`src/rtl/stdp_pkg.sv`:
```
// Shared types and default constants for the STDP pair controller slice.
package stdp_pkg;

  typedef enum logic [1:0] {
    ST_IDLE,
    ST_PRE_ARMED,
    ST_POST_ARMED,
    ST_UPDATE
  } stdp_state_t;

  localparam int unsigned STDP_W_WIDTH   = 8;
  localparam int unsigned STDP_T_WIDTH   = 4;
  localparam int unsigned STDP_WINDOW    = 15;
  localparam int unsigned STDP_A_PLUS    = 16;
  localparam int unsigned STDP_A_MINUS   = 16;
  localparam int unsigned STDP_TAU_SHIFT = 2;
  localparam int unsigned STDP_W_INIT    = 128;

endpackage

```
`src/rtl/stdp_pair_controller_weight_update.sv`:
```
// Combinational weight update: dt -> decayed amplitude, then saturating add/sub.
module stdp_weight_update
  import stdp_pkg::*;
#(
  parameter int unsigned W_WIDTH   = STDP_W_WIDTH,
  parameter int unsigned T_WIDTH   = STDP_T_WIDTH,
  parameter int unsigned A_PLUS    = STDP_A_PLUS,
  parameter int unsigned A_MINUS   = STDP_A_MINUS,
  parameter int unsigned TAU_SHIFT = STDP_TAU_SHIFT
) (
  input  logic [W_WIDTH-1:0] weight,
  input  logic [T_WIDTH-1:0] time_diff,
  input  logic               ltp,
  output logic [W_WIDTH-1:0] weight_next
);

  localparam logic [W_WIDTH:0] AMP_P = (W_WIDTH+1)'(A_PLUS);
  localparam logic [W_WIDTH:0] AMP_M = (W_WIDTH+1)'(A_MINUS);
  localparam logic [W_WIDTH:0] W_MAX = {1'b0, {W_WIDTH{1'b1}}};

  logic [T_WIDTH-1:0] shift;
  logic [W_WIDTH:0]   delta;
  logic [W_WIDTH:0]   sum;

  // Amplitude halves every 2**TAU_SHIFT cycles of dt; result is clamped to the weight range.
  always_comb begin
    shift       = time_diff >> TAU_SHIFT;
    delta       = '0;
    sum         = '0;
    weight_next = weight;
    if (32'(shift) < W_WIDTH) begin
      delta = (ltp ? AMP_P : AMP_M) >> shift;
    end
    if (ltp) begin
      sum         = {1'b0, weight} + delta;
      weight_next = (sum > W_MAX) ? '1 : sum[W_WIDTH-1:0];
    end else begin
      weight_next = (delta > {1'b0, weight}) ? '0 : W_WIDTH'({1'b0, weight} - delta);
    end
  end

endmodule

```
`src/rtl/stdp_pair_controller.sv`:
```
// Pre/post spike pairing FSM with interval counter and STDP weight register.
module stdp_pair_controller
  import stdp_pkg::*;
#(
  parameter int unsigned W_WIDTH   = STDP_W_WIDTH,
  parameter int unsigned T_WIDTH   = STDP_T_WIDTH,
  parameter int unsigned WINDOW    = STDP_WINDOW,
  parameter int unsigned A_PLUS    = STDP_A_PLUS,
  parameter int unsigned A_MINUS   = STDP_A_MINUS,
  parameter int unsigned TAU_SHIFT = STDP_TAU_SHIFT,
  parameter int unsigned W_INIT    = STDP_W_INIT
) (
  input  logic               clk,
  input  logic               rst,
  input  logic               learn_en,
  input  logic               pre_spike,
  input  logic               post_spike,
  output logic [W_WIDTH-1:0] weight,
  output logic [T_WIDTH-1:0] time_diff,
  output logic               update_w_flag,
  output logic               ltp,
  output logic               busy
);

  stdp_state_t        state, state_n;
  logic [T_WIDTH-1:0] cnt, cnt_n, cnt_inc;
  logic [T_WIDTH-1:0] time_diff_n;
  logic               ltp_n;
  logic               flag_n;
  logic [W_WIDTH-1:0] weight_n, weight_calc;

  assign cnt_inc = cnt + T_WIDTH'(1);
  assign busy    = (state != ST_IDLE);

  stdp_weight_update #(
    .W_WIDTH   (W_WIDTH),
    .T_WIDTH   (T_WIDTH),
    .A_PLUS    (A_PLUS),
    .A_MINUS   (A_MINUS),
    .TAU_SHIFT (TAU_SHIFT)
  ) u_weight_update (
    .weight      (weight),
    .time_diff   (time_diff),
    .ltp         (ltp),
    .weight_next (weight_calc)
  );

  // State, counter and output registers; reset overrides any pair in progress.
  always_ff @(posedge clk) begin
    if (rst) begin
      state         <= ST_IDLE;
      cnt           <= '0;
      weight        <= W_WIDTH'(W_INIT);
      time_diff     <= '0;
      update_w_flag <= 1'b0;
      ltp           <= 1'b0;
    end else begin
      state         <= state_n;
      cnt           <= cnt_n;
      weight        <= weight_n;
      time_diff     <= time_diff_n;
      update_w_flag <= flag_n;
      ltp           <= ltp_n;
    end
  end

  // Next-state: arm on a lone spike, close on the opposite spike, re-arm on a repeat, time out at WINDOW.
  always_comb begin
    state_n     = state;
    cnt_n       = cnt;
    time_diff_n = time_diff;
    ltp_n       = ltp;
    weight_n    = weight;
    flag_n      = 1'b0;
    if (!learn_en) begin
      state_n = ST_IDLE;
      cnt_n   = '0;
    end else begin
      case (state)
        ST_IDLE: begin
          cnt_n = '0;
          if (pre_spike && !post_spike) begin
            state_n = ST_PRE_ARMED;
          end else if (post_spike && !pre_spike) begin
            state_n = ST_POST_ARMED;
          end
        end
        ST_PRE_ARMED: begin
          if (post_spike) begin
            time_diff_n = cnt_inc;
            ltp_n       = 1'b1;
            state_n     = ST_UPDATE;
            cnt_n       = '0;
          end else if (pre_spike) begin
            cnt_n = '0;
          end else if (cnt_inc == T_WIDTH'(WINDOW)) begin
            state_n = ST_IDLE;
            cnt_n   = '0;
          end else begin
            cnt_n = cnt_inc;
          end
        end
        ST_POST_ARMED: begin
          if (pre_spike) begin
            time_diff_n = cnt_inc;
            ltp_n       = 1'b0;
            state_n     = ST_UPDATE;
            cnt_n       = '0;
          end else if (post_spike) begin
            cnt_n = '0;
          end else if (cnt_inc == T_WIDTH'(WINDOW)) begin
            state_n = ST_IDLE;
            cnt_n   = '0;
          end else begin
            cnt_n = cnt_inc;
          end
        end
        ST_UPDATE: begin
          weight_n = weight_calc;
          flag_n   = 1'b1;
          state_n  = ST_IDLE;
          cnt_n    = '0;
        end
        default: begin
          state_n = ST_IDLE;
          cnt_n   = '0;
        end
      endcase
    end
  end

endmodule

```
`config.mk`:
```
export PLATFORM = sky130hd
export DESIGN_NAME = stdp_pair_controller
export DESIGN_NICKNAME = d
export VERILOG_FILES = /design/src/rtl/stdp_pkg.sv /design/src/rtl/stdp_pair_controller_weight_update.sv /design/src/rtl/stdp_pair_controller.sv
export SDC_FILE = /design/constraint.sdc
export NUM_CORES = 1
export LEC_CHECK = 0
export CORE_MARGIN = 2
export CORE_UTILIZATION = 41
export CTS_CLUSTER_SIZE = 40
export DETAILED_ROUTE_END_ITERATION = 10
export MAX_ROUTING_LAYER = met4
export PLACE_DENSITY = 0.72
export SYNTH_ARGS = -nofsm -noshare
export SYNTH_HDL_FRONTEND = slang
export SYNTH_SLANG_ARGS = --single-unit
```
`constraint.sdc`:
```
create_clock -name clk -period 2.8 [get_ports clk]
set_clock_uncertainty 0.1 [all_clocks]
set_input_delay 0.56 -clock clk [delete_from_list [all_inputs] [get_ports clk]]
set_output_delay 0.56 -clock clk [all_outputs]
set_load 0.1 [all_outputs]
```
==> summary.txt <==
Outcome
  – Result of the run: finished, final reports clean

Critical path
  – Cell with the biggest individual delay on the critical path: sky130_fd_sc_hd__a21oi_1
  – Most used cell, CP: sky130_fd_sc_hd__inv_1
  – CP cell instances: or2_2 -> inv_1 -> ha_1 -> inv_1 -> o211ai_1 -> a21oi_1 -> o21ai_0 -> a221oi_2
  – RR Endpoint: weight[3]
  – Reg2Reg Depth: 8
  – Startpoint of the lowest-slack register-to-register path: time_diff[3]
  – Data arrival at the endpoint of the critical path: about 2.6 ns
  – Kind of critical path: reg2reg
  – Gate family responsible for the most delay along the worst path: compound AO/OA/AOI/OAI gates
  – Sort of element at the end of the critical path: register
  – Startpoint class of the critical path: register
  – Required @ worst endpoint: approximately 2.9 ns
  – Buffering stage count on the worst path with inverters included: 2
  – Biggest cell delay along the critical path: 0.46 ns
  – Register-to-Register Setup Slack: roughly 0.33 ns
  – Top fanout value on the critical path: 6

Cells and area
  – Post-layout utilization of the core: approximately 48%
  – Post-layout nets: ~230
  – Share of final-layout standard cells stronger than drive strength 1: between 20% and 30%
  – Fill cells: about 380
  – Commonest non-fill, non-tap cells in the layout: sky130_fd_sc_hd__nor2_1 (19), sky130_fd_sc_hd__inv_1 (18), sky130_fd_sc_hd__buf_4 (18)
  – Most frequent standard cell in the layout excluding fill and tap cells: sky130_fd_sc_hd__nor2_1
  – Area of all placed cells without fillers: around 0.0019 mm^2
  – Area added between synthesis and finish: 13.8%
  – Number of diodes: 0

Power and ir drop
  – P per Cell Area: a little under 400 mW/mm^2
  – Maximum VDD drop: between 0.3 and 0.4 mV
  – Final total power: ~0.73 mW
  – Standby leakage power: between 0.7 and 0.8 nW

Logic synthesis
  – Synth Area in Compound Gates: 25.5%
  – Number of flops mapped to enable cells by yosys: 0
  – Synthesis-stage register bit count: 20
  – Number of distinct standard cells referenced by the synthesized netlist: 53
  – Count of mapped cells out of synthesis: between 150 and 200
  – Per-instance average area after synthesis: just under 9 um^2
  – Dominant register cell in the synthesized netlist: sky130_fd_sc_hd__dfxtp_1
  – Share of the yosys chip area belonging to registers: about a quarter
  – Synth Net Count: around 220
  – Leading cell types by total area after synthesis: sky130_fd_sc_hd__dfxtp_1 (24%), sky130_fd_sc_hd__ha_1 (13%), sky130_fd_sc_hd__nor2_1 (4.3%), sky130_fd_sc_hd__inv_1 (4.1%), sky130_fd_sc_hd__a221oi_2 (3.6%)
  – Cell area after technology mapping: about 0.0017 mm^2
  – Share of cell area taken by muxes after synthesis: under 10%
  – Synthesis warning total: 0
  – Share of flip-flops with an asynchronous set or reset after synthesis: 0%
  – Largest area contributor in the synthesized netlist: sky130_fd_sc_hd__dfxtp_1
  – Combinational family with the most area after synthesis: compound AO/OA/AOI/OAI gates
  – Top-area cell type share of the netlist area: 24.2%
  – XOR/XNOR share of the synthesized area: between 2 and 3%
  – Fraction of the mapped netlist area in simple logic gates: 20.5%
  – Arithmetic-cell share of the synthesized area counting full adders, half adders and majority gates: 15.3%

Floorplanning
  – Die area: 0.00455 mm^2
  – X dimension of the die: 67.5 um
  – Top-level I/O count: 20
  – Initial Util: 41.9%
  – Row count: 23
  – DIE HEIGHT: roughly 67 um
  – Core outline area: between 0.003 and 0.004 mm^2

Detailed routing
  – Sum of routed wire length over all layers: 3520 um
  – Detail-routed via count per cell: between 5 and 6
  – Final routed wire length divided by cell count: between 10 and 15 um
  – Detailed-router iteration count before antenna repair: 4
  – DRC violation count after routing: 0
  – 1st-iter DRT viols: 78
  – Total via count in the routed design: approximately 1400
  – Final antenna-violating net count: 0

Clock network
  – Worst-skew pair later-pin latency: about 0.26 ns
  – TritonCTS Sinks: 20
  – Cell chosen for the clock root: sky130_fd_sc_hd__clkbuf_8
  – Number of buffers added to fix hold violations after cts: 0
  – H-tree Lvls: 1
  – CTS clk-pin slew, worst paths: approximately 0.08 ns
  – CTS tree: done
  – Number of clock buffers inserted by TritonCTS: 3
  – # resized after CTS: 0
  – Number of post-CTS setup repair buffers: 0
  – Number of buffers on the longest clock path: 2

Place
  – DP Wirelength: 2710 um
  – # port buffers: 19
  – Routability cong.: 0.817
  – Cell area after placement: 0.00181 mm^2

STA
  – Number of failing hold endpoints at the final stage: 0
  – Total of endpoints with negative setup slack in the final report: 0
  – Setup repair after global routing missed its margin: false
  – Final critical delay including setup and external delays: approximately 2.5 ns
  – Tightest Pin Transition: 0.525 ns
  – Rel. slew slack: between 60 and 70%
  – Highest attainable clock frequency: between 400 and 500 MHz
  – Max-slew violation total from the final report: 0
  – Final setup TNS: 0 ns
  – Share of the clock period used by the worst path: 88.3%

GRT
  – Antenna violations before repair: 0
  – Residual overflow from global routing: 0
  – Global-route wire length before repair: approximately 6000 um
  – All-Layer GR Usage: roughly 18%
  – Pin count of the biggest net entering global routing: 15
  – Number of global-route vias before repair: between 1000 and 1500

Min path
  – Count of cells along the worst hold path: 2
  – Worst Hold Endpoint: time_diff[0]
  – Hold wc startpoint: time_diff[0]
  – Type of the most critical hold path: reg2reg

Run
  – MaxCap Viol Count: 0
==> where the power goes <==
group          switching (mW)  internal, mW  total [mW]
Clock                   0.102         0.191       0.292
Sequential            0.00983         0.290       0.300
Combinational          0.0911        0.0467       0.138
==> Yosys cell counts (2+ instances only) <==
master,n
sky130_fd_sc_hd__a211oi_1,6
sky130_fd_sc_hd__a21o_1,2
sky130_fd_sc_hd__a21oi_1,6
sky130_fd_sc_hd__a221oi_1,2
sky130_fd_sc_hd__a221oi_2,4
sky130_fd_sc_hd__a31oi_1,3
sky130_fd_sc_hd__buf_2,3
sky130_fd_sc_hd__buf_6,4
sky130_fd_sc_hd__dfxtp_1,20
sky130_fd_sc_hd__fa_1,2
sky130_fd_sc_hd__ha_1,17
sky130_fd_sc_hd__inv_1,18
sky130_fd_sc_hd__mux2i_1,3
sky130_fd_sc_hd__nand2_1,5
sky130_fd_sc_hd__nand2b_1,7
sky130_fd_sc_hd__nand3_1,8
sky130_fd_sc_hd__nor2_1,19
sky130_fd_sc_hd__nor2b_1,3
sky130_fd_sc_hd__nor3_1,4
sky130_fd_sc_hd__nor4_1,3
sky130_fd_sc_hd__o2111ai_1,3
sky130_fd_sc_hd__o211ai_1,3
sky130_fd_sc_hd__o21a_1,2
sky130_fd_sc_hd__o21ai_0,9
sky130_fd_sc_hd__or2_2,3
sky130_fd_sc_hd__or2b_2,2
sky130_fd_sc_hd__xnor2_1,4
==> through the flow <==
stage	hold WS [ns]	setup slack, ns	cells
after CTS	0.412	0.327	257
after floorplan	0.364	0.00674	191
after detailed placement	0.401	0.338	253
final	0.407	0.328	257
after global routing	0.446	0.136	257
after global placement	0.393	0.435	253
==> worst max-delay path by stage <==
stage                             from   endpoint  cells after the start
after floorplan           time_diff[3]  weight[7]                      8
after global placement    time_diff[3]  weight[3]                      8
after detailed placement  time_diff[3]  weight[3]                      8
after CTS                 time_diff[3]  weight[3]                      8
after global routing      time_diff[3]  weight[4]                      8
final                     time_diff[3]  weight[3]                      8
==> layer usage <==
metal / wire, um / track usage, % / up-vias
li1: - / - / 711
met1: 1610 / 21.1 / 651
met2: 1700 / 30.3 / 26
met3: 164 / 4.00 / 7
met4: 47 / 4.85 / 0
met5: 0 / - / -
==> worst reg2reg max path: stages (launching register included) <==
cell and delay [ns]:
sky130_fd_sc_hd__dfxtp_1 0.35, sky130_fd_sc_hd__or2_2 0.31, sky130_fd_sc_hd__inv_1 0.09, sky130_fd_sc_hd__ha_1 0.29
sky130_fd_sc_hd__inv_1 0.18, sky130_fd_sc_hd__o211ai_1 0.15, sky130_fd_sc_hd__a21oi_1 0.46, sky130_fd_sc_hd__o21ai_0 0.21
sky130_fd_sc_hd__a221oi_2 0.26
==> cell type report <==
cell class / instances / area, um^2 / share of cell area [%]
timing repair buffer: 22 / 175 / 9.32
tap: 50 / 62.6 / 3.33
clock inverter: 1 / 30.0 / 1.60
inverter: 18 / 67.6 / 3.60
multi-input combinational: 143 / 1100 / 58.5
clock buffer: 3 / 41.3 / 2.20
sequential: 20 / 404 / 21.5
==> state kept, by name, summed over array words and instances, names as in the netlist <==
signal         cells
weight             8
cnt                4
time_diff          4
ltp                1
state              2
update_w_flag      1
==> kinds of logic (layout without fill, tap and decap cells) <==
logic type      after synthesis  count (layout)
xor+xnor                      5               5
buf+inv                      28              44
compound gates               52              52
flops                        20              20
simple gates                 63              63
fa+ha+maj                    19              19
mux                           4               4
Note: power is estimated with default switching activity, not from simulation.
